--- config.mk ---
export PLATFORM = sky130hd
export DESIGN_NAME = alu_result_stage
export DESIGN_NICKNAME = d
export VERILOG_FILES = /design/src/rtl/alu_result_stage.sv
export SDC_FILE = /design/constraint.sdc
export NUM_CORES = 1
export LEC_CHECK = 0
export CAP_MARGIN = 0
export CELL_PAD_IN_SITES_DETAIL_PLACEMENT = 0
export CELL_PAD_IN_SITES_GLOBAL_PLACEMENT = 1
export CORE_ASPECT_RATIO = 0.8
export CORE_MARGIN = 1
export CORE_UTILIZATION = 45
export CTS_CLUSTER_DIAMETER = 60
export DETAILED_ROUTE_END_ITERATION = 7
export PLACE_DENSITY_LB_ADDON = 0.1
export SLEW_MARGIN = 10
export SYNTH_ARGS = -nofsm -noshare
export SYNTH_HDL_FRONTEND = slang
export SYNTH_SLANG_ARGS = --single-unit
--- constraint.sdc ---
create_clock -name clk -period 5.45 [get_ports clk]
set_clock_uncertainty 0.1 [all_clocks]
set_input_delay 0.545 -clock clk [delete_from_list [all_inputs] [get_ports clk]]
set_output_delay 0.545 -clock clk [all_outputs]
set_load 0.02 [all_outputs]
--- src/rtl/alu_result_stage.sv ---
// Result stage after rca_32: captures adder results with NZCV flags into a small FIFO and keeps op/overflow counters.
// Optional feature: define STICKY_OF_EN to enable the of_sticky overflow flag (otherwise it is tied low).
module alu_result_stage #(
    parameter int DEPTH = 2,
    parameter int CNT_W = 16
) (
    input  logic             clk,
    input  logic             rst_n,
    input  logic             in_valid,
    output logic             in_ready,
    input  logic [31:0]      in_s,
    input  logic             in_c32,
    input  logic             in_of,
    output logic             out_valid,
    input  logic             out_ready,
    output logic [31:0]      out_result,
    output logic [3:0]       out_flags,
    output logic [CNT_W-1:0] op_count,
    output logic [CNT_W-1:0] of_count,
    input  logic             clr_sticky,
    output logic             of_sticky
);

    localparam int AW    = (DEPTH > 1) ? $clog2(DEPTH) : 1;
    localparam int PTR_W = AW + 1;
    localparam int ENT_W = 36;

    logic [ENT_W-1:0] r_mem [DEPTH];
    logic [PTR_W-1:0] r_wr_ptr;
    logic [PTR_W-1:0] r_rd_ptr;
    logic [31:0]      r_last_result;
    logic [3:0]       r_last_flags;
    logic [CNT_W-1:0] r_op_count;
    logic [CNT_W-1:0] r_of_count;

    logic             w_full;
    logic             w_empty;
    logic             w_accept;
    logic             w_pop;
    logic [3:0]       w_flags;
    logic [ENT_W-1:0] w_head;

    // Full/empty come only from registered pointers, so in_ready never depends on out_ready.
    assign w_full   = (r_wr_ptr[AW] != r_rd_ptr[AW]) &&
                      (r_wr_ptr[AW-1:0] == r_rd_ptr[AW-1:0]);
    assign w_empty  = (r_wr_ptr == r_rd_ptr);
    assign w_accept = in_valid & ~w_full;
    assign w_pop    = ~w_empty & out_ready;

    assign w_flags  = {in_s[31], (in_s == 32'd0), in_c32, in_of};
    assign w_head   = r_mem[r_rd_ptr[AW-1:0]];

    always_ff @(posedge clk) begin
        if (w_accept) begin
            r_mem[r_wr_ptr[AW-1:0]] <= {w_flags, in_s};
        end
    end

    always_ff @(posedge clk or negedge rst_n) begin
        if (!rst_n) begin
            r_wr_ptr <= '0;
            r_rd_ptr <= '0;
        end else begin
            if (w_accept) begin
                r_wr_ptr <= r_wr_ptr + PTR_W'(1);
            end
            if (w_pop) begin
                r_rd_ptr <= r_rd_ptr + PTR_W'(1);
            end
        end
    end

    // Holds the most recently popped entry so the outputs stay put while the FIFO is empty.
    always_ff @(posedge clk or negedge rst_n) begin
        if (!rst_n) begin
            r_last_result <= '0;
            r_last_flags  <= '0;
        end else if (w_pop) begin
            r_last_result <= w_head[31:0];
            r_last_flags  <= w_head[35:32];
        end
    end

    always_ff @(posedge clk or negedge rst_n) begin
        if (!rst_n) begin
            r_op_count <= '0;
            r_of_count <= '0;
        end else if (w_accept) begin
            r_op_count <= r_op_count + CNT_W'(1);
            if (in_of && (r_of_count != {CNT_W{1'b1}})) begin
                r_of_count <= r_of_count + CNT_W'(1);
            end
        end
    end

`ifdef STICKY_OF_EN
    logic r_of_sticky;

    // A new overflow wins over a simultaneous clear.
    always_ff @(posedge clk or negedge rst_n) begin
        if (!rst_n) begin
            r_of_sticky <= 1'b0;
        end else if (w_accept && in_of) begin
            r_of_sticky <= 1'b1;
        end else if (clr_sticky) begin
            r_of_sticky <= 1'b0;
        end
    end

    assign of_sticky = r_of_sticky;
`else
    logic w_unused_clr;

    assign w_unused_clr = clr_sticky;
    assign of_sticky    = 1'b0;
`endif

    assign in_ready   = ~w_full;
    assign out_valid  = ~w_empty;
    assign out_result = w_empty ? r_last_result : w_head[31:0];
    assign out_flags  = w_empty ? r_last_flags  : w_head[35:32];
    assign op_count   = r_op_count;
    assign of_count   = r_of_count;

endmodule

==> results.md <==
- Worst slew margin: 27.5%
- XOR/XNOR Fraction of Synth Area: 5.83%
- Clock Path Buffers: 2
- GRT Total Usage: 18.6%
- Clk Latency, worst-skew pair: 0.41 ns
- CTS tree: yes
- Cells after DPL: 723
- Routed vias/inst: 5.08
- Highest net fanout along the worst path: 42
- Leak Pwr: 3.10 nW
- Crit-path max cell delay: 0.65 ns
- Post-layout minimum cycle time: 3.69 ns
- Class of the worst hold path: input port to async pin
- Mean post-synth cell area: 12.6 um^2
- DRC violations left: 0
- Met2 usage: 28.9%
- Starting density of the core: 47.0%
- Setup_tns: 0 ns
- H-tree Lvls: 4
- Crit path DAT: 3.05 ns
- CTS resizes: 0
- Hold buffer count at cts: 0
- Compound-cell area share of the yosys netlist: 6.77%
- Number of global-route vias before repair: 3696
- Mapped Cells: 464
- Max Cap Viol: 0
- Via Count: 3839
- Slowest-stage cell, CP: clkdlybuf4s50_1
- WP buf/inv: 2
- Die Width: 129 um
- Num CTS Buffers: 17
- Critical path launch point type: flip-flop
- Final Setup Violations: 0
- Die H: 104 um
- Outcome: finished, final reports clean
- Full die area: 0.0134 mm^2
- Final nets: 612
- Mux share of post-synthesis cell area: 6.39%
- Synthesis-to-layout area growth: 30.9%
- Max Clock Freq: 271 MHz
- Worst path top cell family by delay: buffers and inverters
- Slew Viols, Final: 0
- Sequential share of the synthesized area: 66.4%
- GR Layer Usage met3: 3.70%
- Diode count: 0
- Largest net degree at the start of global routing: 72
- First-pass GRT wire length: 19000 um
- Synth Area in Adders: 0.429%
- DR WL/cell: 15.5 um
- Post-route clock period utilization: 67.8%
- # clock sinks: 141
- Drt total wl: 11700 um
- Number of I/O pins: 110
- Clk root buf: clkbuf_16
- Initial DRC count: 176
- Yosys warns: 0
- Post-route insts no fill: 755
- Largest family of logic cells by synthesized area: simple AND/OR/NAND/NOR gates
- Synth cell types: 38
- Top Usage Layer GRT: met2
- Port buffer count: 107
- Clock transition at path regs: 0.06 ns
- Simple-Gate Fraction of Synth Area: 12.3%
- Hold Fails Final Rpt: 0
- Post-Syn Nets: 505
- Core Footprint: 0.0124 mm^2
- Crit-path cells: xnor2_1 > nand2_2 > buf_4 > a21oi_1 > clkdlybuf4s50_1
- Seq cells post-synth: 141
- Max IR drop VDD: 0.401 mV
- Worst setup EP type: output pin
- Pwr per Cell Area: 698 mW/mm^2
- Worst slew pin tran: 1.09 ns
- Post-CTS setup buffers: 0
- Rows: 36
- GP Congestion: 0.723
- Critical path required time: 4.81 ns
- Antenna Nets Post-Route: 0
- Setup CP Type: flip-flop to output pin
- 1st-pass router iterations: 4
- Placed wire-length estimate: 7210 um
- Global route overflow: 0
- GR Util met1: 25.6%
- RSZ-0062 raised after global routing: no
- Share of cells above drive strength 1: 8.05%
- Initial antenna violation count: 0
- Synthesized area: 0.00584 mm^2
==> layout by cell type (no fill, tap or decap), types with 2 or more instances in the layout <==
master           count
clkdlybuf4s50_1    106
dfrtp_1             70
edfxtp_1            70
nand2_1             46
nor2_1              44
mux2i_1             35
a21oi_1             35
o21ai_0             35
xor2_1              28
clkbuf_16           17
nor4_1              14
nand3_1             10
xnor2_1              9
nand4_1              8
nor3_1               6
and3_1               4
clkinvlp_4           4
buf_4                4
and4_1               3
clkbuf_1             3
clkinv_4             3
or2_2                2
nor4_2               2
nor4b_1              2
ha_1                 2
inv_6                2
bufinv_16            2
==> cells in the mapped netlist <==
master      n  area share (%)
and3_1      4            0.43
nor4_1     14             1.5
nand2_1    47             3.0
xnor2_1     9             1.4
o21ai_0    35             3.0
mux2_1      1            0.19
a21oi_1    35             3.0
dfrtp_1    71              30
o21ai_1     1           0.086
ha_1        2            0.43
o2111ai_1   1            0.15
nor2_1     44             2.8
o211ai_2    1            0.21
nand3_1    10            0.86
mux2_2      1            0.19
buf_4       2            0.26
buf_2       4            0.34
nor2b_1     1            0.11
xor2_1     28             4.2
nor3_1      6            0.51
or2_2       2            0.21
and2_1      2            0.21
and4_1      3            0.45
nor4b_1     2            0.30
conb_1      1           0.064
xor2_2      1            0.28
a21boi_2    1            0.19
buf_6       1            0.19
o211ai_1    1            0.13
edfxtp_1   70              36
nor4_4      1            0.36
buf_1       1           0.064
or2_1       1            0.11
mux2i_1    35             6.0
clkbuf_1   14            0.90
nand4_1     8            0.86
nor4_2      2            0.43
nor3b_1     1            0.13
==> final cells by class <==
type / instances / area (um^2)
Clock buffer: 20 / 437
Clock inverter: 12 / 139
Fill cell: 994 / 4790
Multi-Input combinational cell: 301 / 1880
Sequential cell: 141 / 3880
Tap cell: 171 / 214
Timing Repair Buffer: 110 / 1090
==> flip-flops by register name, summed over array words and instances (netlist names) <==
name and cells:
r_rd_ptr 2, r_last_result 32, r_mem 70, r_last_flags 3, of_count 16, op_count 16, r_wr_ptr 2
==> layer usage <==
metal / wire (um) / part of all wire (%) / vias to the layer above
met1: 5490 / 47 / 1840
li1: - / - / 1887
met3: 532 / 4.6 / 11
met2: 5510 / 47 / 101
met4: 151 / 1.3 / 0
met5: 0 / 0 / -
==> worst paths after layout <==
kind	from	to	slack [ns]	cells after the start
setup / recovery	r_rd_ptr[1]$_DFFE_PN0P_	out_result[13]	1.76	5
hold / removal	rst_n	op_count[4]$_DFFE_PN0P_	0.17	1
setup reg to reg	r_wr_ptr[0]$_DFFE_PN0P_	r_mem[0][21]$_DFFE_PP_	2.84	3
hold reg to reg	op_count[15]$_DFFE_PN0P_	op_count[15]$_DFFE_PN0P_	0.36	1
max in group asynchronous	rst_n	r_rd_ptr[0]$_DFFE_PN0P_	4.40	1
min in group clk	op_count[15]$_DFFE_PN0P_	op_count[15]$_DFFE_PN0P_	0.36	1
==> power by group <==
part | total [mW] | switching (mW) | internal [mW] | leakage [nW]
logic | 2.53 | 1.48 | 1.05 | 1.28
clock network | 1.12 | 0.443 | 0.677 | 0.267
registers | 1.68 | 0.176 | 1.51 | 1.55
total | 5.33 | 2.10 | 3.23 | 3.10
==> kinds of logic (layout without fill, tap and decap cells) <==
group / after synthesis / count (layout)
other: 1 / 1
DFF: 141 / 141
xor gates and xnor gates: 38 / 38
AOI/OAI and AO/OA: 75 / 75
and+or+nand+nor: 148 / 148
buffers and inverters: 22 / 142
muxes: 37 / 37
adders and majority gates: 2 / 2
==> metrics by stage <==
step	power, mW	cell area (um^2)	hold slack, ns	worst slack [ns]	utilization [%]
2_1_floorplan	3.16	5840	0.149	2.35	-
6_report	5.33	7640	0.169	1.76	61.5
3_3_place_gp	4.21	7060	0.354	2.18	56.8
4_1_cts	5.40	7640	0.217	1.75	61.5
5_1_grt	5.64	7640	0.267	1.55	61.5
3_5_place_dp	4.25	7060	0.361	2.20	56.8
No activity file was read; power rests on OpenSTA's default activity.
